`config.mk`:
```
export PLATFORM = sky130hd
export DESIGN_NAME = axis_block_flag_gen
export DESIGN_NICKNAME = d
export VERILOG_FILES = /design/src/rtl/axis_block_flag_gen.sv
export SDC_FILE = /design/constraint.sdc
export NUM_CORES = 1
export LEC_CHECK = 0
export CAP_MARGIN = 20
export CORE_MARGIN = 5
export CORE_UTILIZATION = 40
export DETAILED_ROUTE_END_ITERATION = 6
export GPL_ROUTABILITY_DRIVEN = 0
export GPL_TIMING_DRIVEN = 0
export PLACE_DENSITY = 0.65
export SLEW_MARGIN = 20
export SYNTH_ARGS = -nofsm -noshare
export SYNTH_HDL_FRONTEND = slang
export SYNTH_SLANG_ARGS = --single-unit
```
`constraint.sdc`:
```
create_clock -name clk -period 3.8 [get_ports clk]
set_input_delay 0.95 -clock clk [delete_from_list [all_inputs] [get_ports clk]]
set_output_delay 0.95 -clock clk [all_outputs]
set_load 0.02 [all_outputs]
```
`src/rtl/axis_block_flag_gen.sv`:
```
// ---------------------------------------------------------------------------
// axis_block_flag_gen
//
// Sums |x| of signed residuals over fixed blocks of BLOCK_SIZE samples and
// emits one 1-bit flag per block: 1 when the (saturated) block sum is
// strictly greater than the unsigned threshold. The block sum travels with
// the flag for debug/statistics. The flag stream feeds axis_selector.
//
// Parameters:
//   DATA_WIDTH  width of the signed input samples
//   BLOCK_SIZE  samples per block (>= 2)
//   ACC_WIDTH   accumulator / threshold width (>= DATA_WIDTH), saturating
//
// Ports:
//   clk           rising-edge clock
//   rst           asynchronous active-low reset
//   clear         synchronous soft clear (drops partial block + pending flag)
//   threshold     compare value, sampled on the final-sample handshake
//   input_*       AXIS sink for the residual samples
//   output_valid  / output_ready / output_data / output_sum  AXIS flag source
//
// Handshake: a beat moves on a rising edge where valid && ready. Once
// output_valid is high, output_data/output_sum hold until output_ready.
// input_ready drops only when the final sample of a block would have to
// overwrite a flag that is still waiting downstream; it depends on
// output_ready combinationally and never on input_valid.
// ---------------------------------------------------------------------------
module axis_block_flag_gen #(
  parameter int DATA_WIDTH = 16,
  parameter int BLOCK_SIZE = 256,
  parameter int ACC_WIDTH  = 32
) (
  input  logic                  clk,
  input  logic                  rst,
  input  logic                  clear,
  input  logic [ACC_WIDTH-1:0]  threshold,
  input  logic                  input_valid,
  output logic                  input_ready,
  input  logic [DATA_WIDTH-1:0] input_data,
  output logic                  output_valid,
  input  logic                  output_ready,
  output logic                  output_data,
  output logic [ACC_WIDTH-1:0]  output_sum
);

  localparam int CNT_W = (BLOCK_SIZE > 2) ? $clog2(BLOCK_SIZE) : 1;
  localparam logic [CNT_W-1:0] LAST_IDX = CNT_W'(BLOCK_SIZE - 1);

  logic [CNT_W-1:0]     cnt_q, cnt_d;
  logic [ACC_WIDTH-1:0] acc_q, acc_d;
  logic                 out_valid_q, out_valid_d;
  logic                 out_data_q, out_data_d;
  logic [ACC_WIDTH-1:0] out_sum_q, out_sum_d;

  logic [DATA_WIDTH-1:0] mag;
  logic [ACC_WIDTH:0]    sum_wide;
  logic [ACC_WIDTH-1:0]  acc_next;
  logic                  is_last;
  logic                  in_fire;
  logic                  out_fire;

  // Two's-complement negate kept in DATA_WIDTH unsigned bits: the most
  // negative input maps to 2^(DATA_WIDTH-1), which still fits.
  assign mag = input_data[DATA_WIDTH-1] ? (~input_data + DATA_WIDTH'(1))
                                        : input_data;

  // One extra bit catches the carry out; on carry the sum pins to all-ones.
  assign sum_wide = {1'b0, acc_q} + (ACC_WIDTH+1)'(mag);
  assign acc_next = sum_wide[ACC_WIDTH] ? {ACC_WIDTH{1'b1}}
                                        : sum_wide[ACC_WIDTH-1:0];

  assign is_last     = (cnt_q == LAST_IDX);
  assign input_ready = ~(is_last & out_valid_q & ~output_ready);
  assign in_fire     = input_valid & input_ready;
  assign out_fire    = out_valid_q & output_ready;

  always_comb begin
    cnt_d       = cnt_q;
    acc_d       = acc_q;
    out_valid_d = out_valid_q;
    out_data_d  = out_data_q;
    out_sum_d   = out_sum_q;

    if (clear) begin
      // Clear wins over any concurrent transfer; the flag payload is left
      // as-is since it is meaningless once output_valid is low.
      cnt_d       = '0;
      acc_d       = '0;
      out_valid_d = 1'b0;
    end else begin
      if (out_fire) begin
        out_valid_d = 1'b0;
      end
      if (in_fire) begin
        if (is_last) begin
          // A reload in the same cycle as a drain keeps valid high with the
          // new contents, so there is no bubble between blocks.
          out_sum_d   = acc_next;
          out_data_d  = (acc_next > threshold);
          out_valid_d = 1'b1;
          acc_d       = '0;
          cnt_d       = '0;
        end else begin
          acc_d = acc_next;
          cnt_d = cnt_q + CNT_W'(1);
        end
      end
    end
  end

  always_ff @(posedge clk or negedge rst) begin
    if (!rst) begin
      cnt_q       <= '0;
      acc_q       <= '0;
      out_valid_q <= 1'b0;
      out_data_q  <= 1'b0;
      out_sum_q   <= '0;
    end else begin
      cnt_q       <= cnt_d;
      acc_q       <= acc_d;
      out_valid_q <= out_valid_d;
      out_data_q  <= out_data_d;
      out_sum_q   <= out_sum_d;
    end
  end

  assign output_valid = out_valid_q;
  assign output_data  = out_data_q;
  assign output_sum   = out_sum_q;

endmodule

```
# After elaboration in Yosys (flattened, before gate mapping)
# Index checks and enable logic that the tools add are counted.
# op_classes
addsub	3
magnitude_cmp	1
eq_ne	1
mux	12
bitwise	8
n_reduce_logical	2
# ops
cell	n
$mux 32	4
$add 32x16->33	1
$gt 32x32->1	1
$mux 8	3
$add 16x1->16 const B	1
$mux 16	1
$not 16->16	1
$add 8x1->8 const B	1
$eq 8x8->1 const B	1
$and 1x1->1	4
$mux 1	4
$not 1->1	3
$reduce_and 3->1	1
$reduce_bool 2->1	1
# totals
register_bits	74
inputBits	53
out_inout_bits	35
wordCells	32

# Longest topological paths before layout
# Gate-level depths: netlist of run 1.
# logic_depth
depth_word	8
mapped_depth	25

# Worst setup path after synthesis of run 1
# OpenSTA, ideal clock, no wires.
# synth_timing
path_kind	in2reg
start	in input_data[1]
end	reg out_data_q, in the netlist output_data
setup_ns	0.126
arrival_time_ns	5.347
t_required_ns	3.674
setup_slack_ns	-1.673
cell_stages	25
path_buffers	4
cell_sequence	inv_1 ha_1 nand2_1 or3_1 or2_2 nand2b_1 o41ai_1 xnor2_1 ha_1 buf_4 nand4_2 or4_4 o22ai_2 o211ai_1 buf_2 buf_2 buf_2 nand2_1 ha_1 a21o_1 a21o_1 a211oi_1 o31ai_1 a221oi_1 nor2_1
# synth_between
elab_chain_len	6
# synth_rtl
item	line	source
from (decl)	39	input logic [DATA_WIDTH-1:0] input_data,
$not 16->16	64	assign mag = input_data[DATA_WIDTH-1] ? (~input_data + DATA_WIDTH'(1))
$add 16x1->16	64	
$mux 16 *	64	
$add 32x16->33 *	68	assign sum_wide = {1'b0, acc_q} + (ACC_WIDTH+1)'(mag);
$mux 32 *	69	assign acc_next = sum_wide[ACC_WIDTH] ? {ACC_WIDTH{1'b1}}
net acc_next[29]	57	logic [ACC_WIDTH-1:0] acc_next;
$gt 32x32->1 *	99	out_data_d = (acc_next > threshold);
to (signal assigned)	122	out_data_q <= out_data_d;
to (decl)	52	logic out_data_q, out_data_d;
# The timed path passes the listed nets; every way through them passes the cells marked *.
# A chain may end at the register's enable or synchronous reset.

# Worst setup path in the final report of run 1
# Same ends and word-level chain as after synthesis.

==> impl_metrics.ini, run 1 <==
[status]
status = finished, violations left
violations = negative setup slack

[sta]
period_share_pct = 142
worstMarginPinSlew_ns = 0.698
rsz0062_at_grt = true
worst_slack_ns = -1.60
hold_ws_ns = 0.477
finalMaxSlewViolations = 0
finalClockSkew_ns = 0.00818
hold_violations = 0
min_period_ns = 5.40
setup-tns-final_ns = -30.12
setup_viol = 65
max_freq_ghz = 0.185
slew_headroom_pct = 53.5

[critical_path]
startpoint = input_data[1]
crit_path_start_kind = primary input
crit_end = output_data
worstReg2RegEnd = output_data
path_class = in -> reg
worst_r2r_startpoint = acc_q[0]
cp_max_fo = 6
rr_worst_depth = 17
r2r_setup_slack_ns = -0.24
end_kind = flip-flop
worstPathCellList = buf_12, inv_12, ha_4, nand2_4, or3_4, or2_4, buf_6, o41ai_4, xnor2_1, ha_2, a21o_1, a21oi_1, nand2b_1, a21oi_4, buf_6, nor2_1, xor2_1, nand2_1, ha_4, nand4_1, nor3_4, a31oi_1, a21oi_1, nor2_1
critPathArrivalTime_ns = 5.62
critPathSlowestCell = ha_2
critPathMaxStageDelay_ns = 0.36
required_ns = 4.03

[clock_network]
cts_tree = yes
cts_root_buf = clkbuf_16
clk_latency_ns = 0.35
h-tree-depth = 3
cts_made_buffers = 9
clkTransAtPathRegs_ns = 0.05
hold_buffers = 0
ctsLongestPathBuffers = 2
clock_sink_count = 74

[cells_and_area]
final_cell_area_mm2 = 0.00877
antenna_cells = 0
drive_gt1_share_pct = 31.4
n_fill_cell = 1035
final_cells = 1006
areaGrowthSynthToFinish_pct = 56.5
finalNetCount = 926

[routing]
drt_iter0_markers = 430
dr.pass1.iters = 5
ant_nets = 0
post_drt_wl_per_cell_um = 19.7
viasPerCell = 5.82
via_count = 5852
route.detailed.drc = 0
totalWireLength_um = 19900

[synthesis]
synth_ff_type = dfrtp_1
synth_top_area_share_pct = 33.1
synth_warnings = 0
async_reset_ff_share_pct = 100
syn_nets = 755
ys_seq_elements = 74
synthesis.area_mm2 = 0.00560
synthTopCellsByArea = dfrtp_1, ha_1, nand2_1
synthCells = 651
synth_edf_count = 0
yosysMostFrequentCell = nand2_1
avgSynthCellArea_um2 = 8.60
ys_top_cells_by_count = nand2_1, dfrtp_1, nor2_1
synth-seq-area-share_pct = 33.1
ys_types = 68
yosysTopAreaCell = dfrtp_1

[global_route]
grt_pass1_vias = 5666
grt_max_degree = 47
grt_overflow_total = 0
gr-usage-all-layers_pct = 22.5
antenna_found_initial = 0
grt_pass1_wl_um = 29200

[power_and_ir_drop]
leakage_nw = 3.99
power_density_mw_per_mm2 = 348
irDropWorstVdd_v = 0.000224

[flow_run]
drv_cap = 0

[die]
ioPinCount = 88
rows = 43
dieHeight_um = 128
die_w_um = 128
coreArea_mm2 = 0.0138
die_area_mm2 = 0.0165
start_util_pct = 40.5

[place]
place_area_mm2 = 0.00695
dp_slack_ns = -2.53
dp_hpwl_um = 13400
portBuffers = 87
placedCellCount = 919

[worst_hold_path]
hold_path.class = reg -> reg
[area by class of cell]
class,count,area [µm²],share of cell area [%]
sequential,74,1850,21.1
multi-input combinational,515,4470,51.0
timing repair buffer,161,1610,18.4
buffer,23,155,1.77
inverter,38,160,1.83
clock buffer,12,246,2.81
clock inverter,3,40.0,0.457
tap,180,225,2.57
[critical path: cells and delay by family]
| family | cells | cell delay (ns) |
|---|---|---|
| compound gates | 6 | 1.14 |
| xor+xnor | 2 | 0.49 |
| fa+ha+maj | 3 | 0.79 |
| buf+inv | 4 | 0.41 |
| simple gates | 9 | 1.83 |
[flip-flops by register name, indices dropped and copies added (netlist names)]
register and cells:
acc_q 32, cnt_q 8, output_data 1, output_sum 32
output_valid 1
[stage by stage]
stage | utilization (%) | total power, mW
2_1_floorplan | - | 1.52
3_3_place_gp | 50.1 | 1.79
3_5_place_dp | 50.2 | 1.82
4_1_cts | 57.8 | 2.83
5_1_grt | 63.4 | 3.18
6_report | 63.4 | 3.05
[cell families (layout without fill, tap and decap cells)]
| kind of cell | after synthesis | after routing | synth area share (%) |
|---|---|---|---|
| AND/OR/NAND/NOR | 228 | 228 | 20.1 |
| AO/OA/AOI/OAI | 193 | 193 | 24.0 |
| flip-flops | 74 | 74 | 33.1 |
| buffers and inverters | 62 | 237 | 4.49 |
| adder cells (fa/ha/maj) | 51 | 51 | 11.5 |
| XOR/XNOR | 39 | 39 | 6.10 |
| multiplexers | 4 | 4 | 0.759 |
[what timing repair did]
action | CTS | global route
setup buffers | 42 | 38
pin swaps | 48 | 67
gates resized for setup | 111 | 112
endpoints found under the setup margin | 65 | 65
cloned | 2 | 1
[how the worst min path moves through the flow]
stage | startpoint | to | cells after the start
floorplan | acc_q[0] | acc_q[0] | 2
global placement | output_sum[18] | output_sum[18] | 2
detailed placement | output_sum[18] | output_sum[18] | 2
CTS | output_sum[18] | output_sum[18] | 2
global route | output_sum[22] | output_sum[22] | 2
finish | output_sum[18] | output_sum[18] | 2
[cell usage in the layout, fill, tap and decap left out, drive strengths merged, types with 21 or more instances in the layout]
cell type	instances
nand2	77
a22o	21
buf	87
clkdlybuf4s50	77
xnor2	22
clkbuf	27
nor2	56
dfrtp	74
inv	38
a21oi	45
a21o	23
o21ai	38
ha	50
[metal layers]
metal / part of all wire, % / track usage (%) / vias up
met5: 0 / 0 / -
met4: 3.4 / 10.5 / 0
met3: 7.0 / 3.69 / 46
met2: 49 / 38.2 / 269
met1: 40 / 28.2 / 2829
li1: - / - / 2708
[power by group]
| part | switching, mW | internal [mW] |
|---|---|---|
| combinational | 0.762 | 0.591 |
| sequential | 0.0270 | 0.824 |
| clock | 0.324 | 0.520 |
Power figures use the tool's default switching activity.
==> run 2: changes to the inputs <==
--- a/config.mk
+++ b/config.mk
@@ -6,12 +6,12 @@
 export NUM_CORES = 1
 export LEC_CHECK = 0
 export CAP_MARGIN = 20
-export CORE_MARGIN = 5
-export CORE_UTILIZATION = 40
+export CORE_MARGIN = 2
+export CORE_UTILIZATION = 50
 export DETAILED_ROUTE_END_ITERATION = 6
 export GPL_ROUTABILITY_DRIVEN = 0
 export GPL_TIMING_DRIVEN = 0
-export PLACE_DENSITY = 0.65
+export PLACE_DENSITY = 0.78
 export SLEW_MARGIN = 20
 export SYNTH_ARGS = -nofsm -noshare
 export SYNTH_HDL_FRONTEND = slang
==> run 2 against run 1 <==
Net effect:
- the flow finishes with violations (design-rule violations, negative setup slack)
- global-route usage up 10 points
- critical path depth is the same
- setup slack got worse by 0.15 ns
- design area decreased by 0.13%
- sequential cell count unchanged
- die area is 27% lower
- critical endpoint unchanged
- largest cell class unchanged
==> impl_metrics.ini, run 2 (synthesis results as in run 1) <==
[power_and_ir_drop]
leakage_nw = 4.03
irDropWorstVdd_v = 0.000234
power_density_mw_per_mm2 = 336

[critical_path]
worst_r2r_startpoint = acc_q[26]
worstReg2RegEnd = output_data
end_kind = flip-flop
cp_top_family = simple AND/OR/NAND/NOR gates
r2r_setup_slack_ns = -0.42
path_class = in -> reg
cp_max_fo = 4
worst-path-buf-inv = 4
critPathArrivalTime_ns = 5.82
critPathMaxStageDelay_ns = 0.40
required_ns = 4.07
worstPathCellList = buf_6, inv_6, ha_4, nand2_2, or3_4, or2_4, o21ai_1, xnor2_1, ha_1, buf_4, nand4_1, nor3_2, o21ai_4, a211oi_4, buf_4, nor2_1, xor2_1, nand2_1, ha_1, nand4_1, nor3_4, a31oi_1, a21oi_1, nor2_1
crit_path_start_kind = primary input
rr_worst_depth = 15
critPathSlowestCell = ha_1

[cells_and_area]
antenna_cells = 0
layout.cells.most_common_list = clkdlybuf4s50_1, dfrtp_1, nand2_1
final_common_cell = clkdlybuf4s50_1
finalNetCount = 947
areaGrowthSynthToFinish_pct = 56.3
drive_gt1_share_pct = 33.3

[sta]
period_share_pct = 146
hold_violations = 0
setup_viol = 65
worstMarginPinSlew_ns = 0.727
rsz0062_at_grt = true
finalMaxSlewViolations = 0
worst_slack_ns = -1.74
finalClockSkew_ns = 0.0184
slew_headroom_pct = 51.5
hold_ws_ns = 0.487
min_period_ns = 5.54
max_freq_ghz = 0.180

[flow_run]
drv_cap = 0

[clock_network]
cts_tree = yes
hold_buffers = 0
cts_root_buf = clkbuf_8
cts_made_buffers = 9
clk_latency_ns = 0.39
clkTransAtPathRegs_ns = 0.09
h-tree-depth = 3
clock_sink_count = 74
ctsLongestPathBuffers = 2

[global_route]
antenna_found_initial = 1
grt_overflow_total = 0
gr-usage-all-layers_pct = 32.9
grt_pass1_vias = 6018
grt_pass1_wl_um = 30200
grt_max_degree = 45

[place]
portBuffers = 87
dp_slack_ns = -2.53
dp_hpwl_um = 12900

[routing]
post_drt_wl_per_cell_um = 24.0
viasPerCell = 6.76
totalWireLength_um = 23700
drt_iter0_markers = 1001
dr.pass1.iters = 7
via_count = 6670
route.detailed.drc = 29
ant_nets = 0

[worst_hold_path]
min-delay-start = output_sum[1]
whs_path_depth = 2
hold_path.class = reg -> reg
hold_path_end = output_sum[1]

[die]
die_w_um = 110
ioPinCount = 88
dieHeight_um = 110
start_util_pct = 51.4
rows = 38
die_area_mm2 = 0.0121
coreArea_mm2 = 0.0109

[status]
violations = design-rule violations, negative setup slack
status = finished, violations left
## run 2: per-layer routing
layer / routed length, µm / part of all wire [%] / track usage [%] / vias up
li1: - / - / - / 2748
met1: 8480 / 36 / 40.8 / 3108
met2: 10800 / 45 / 54.5 / 607
met3: 2590 / 11 / 5.81 / 207
met4: 1900 / 8.0 / 17.6 / 0
met5: 0 / 0 / 0 / -
## run 2: per-stage QoR
| step | instances | setup TNS, ns | utilization, % | power [mW] | cell area, µm² |
|---|---|---|---|---|---|
| after floorplan | 651 | -16.27 | - | 1.52 | 5830 |
| after global placement | 878 | -133.19 | 63.1 | 1.78 | 6870 |
| after detailed placement | 879 | -80.04 | 63.3 | 1.82 | 6890 |
| after CTS | 957 | -27.26 | 73.9 | 2.59 | 8050 |
| after global routing | 987 | -37.82 | 80.4 | 3.01 | 8750 |
| final | 987 | -33.32 | 80.4 | 2.94 | 8750 |
## run 2: worst max-delay path by stage
| stage | slack, ns | cells past startpoint | endpoint | from |
|---|---|---|---|---|
| floorplan | -1.35 | 25 | output_data | input_data[1] |
| global placement | -2.43 | 26 | output_data | input_data[1] |
| detailed placement | -2.53 | 26 | output_data | input_data[1] |
| CTS | -1.51 | 26 | output_data | input_data[1] |
| global route | -1.83 | 23 | output_data | input_data[0] |
| finish | -1.74 | 24 | output_data | input_data[0] |
## run 2: repair_timing
item                                    CTS  global route
pin swaps                                48            64
endpoints found under the setup margin   65            65
gates cloned                              1             1
resized for setup                       136            99
buffers inserted                         62            45
## run 2: cell type report
type / instances / area (µm²)
plain buffers: 23 / 159
clock buffers: 13 / 169
clock inverters: 2 / 35.0
fillers: 565 / 2130
inverters: 38 / 160
multi-input cells: 516 / 4440
flip-flops and latches: 74 / 1850
well taps: 140 / 175
repair buffers: 181 / 1770
## run 2: where the power goes
| group | internal [mW] | total [mW] | switching (mW) |
|---|---|---|---|
| Combinational | 0.587 | 1.41 | 0.828 |
| Clock | 0.353 | 0.672 | 0.319 |
| Sequential | 0.822 | 0.851 | 0.0285 |
| Total | 1.76 | 2.94 | 1.18 |
## run 2: worst reg2reg max path, stage by stage (launching register included)
cell and delay (ns):
dfrtp_1 0.63, nand3_1 0.25, nor3_1 0.42, and2_1 0.21, clkbuf_1 0.48, o211ai_1 0.32
buf_4 0.27, buf_6 0.13, buf_6 0.12, o21ai_4 0.12, ha_4 0.26, nand4_1 0.18
or3_1 0.16, o2111ai_2 0.15, a221oi_2 0.30, nor2_1 0.11
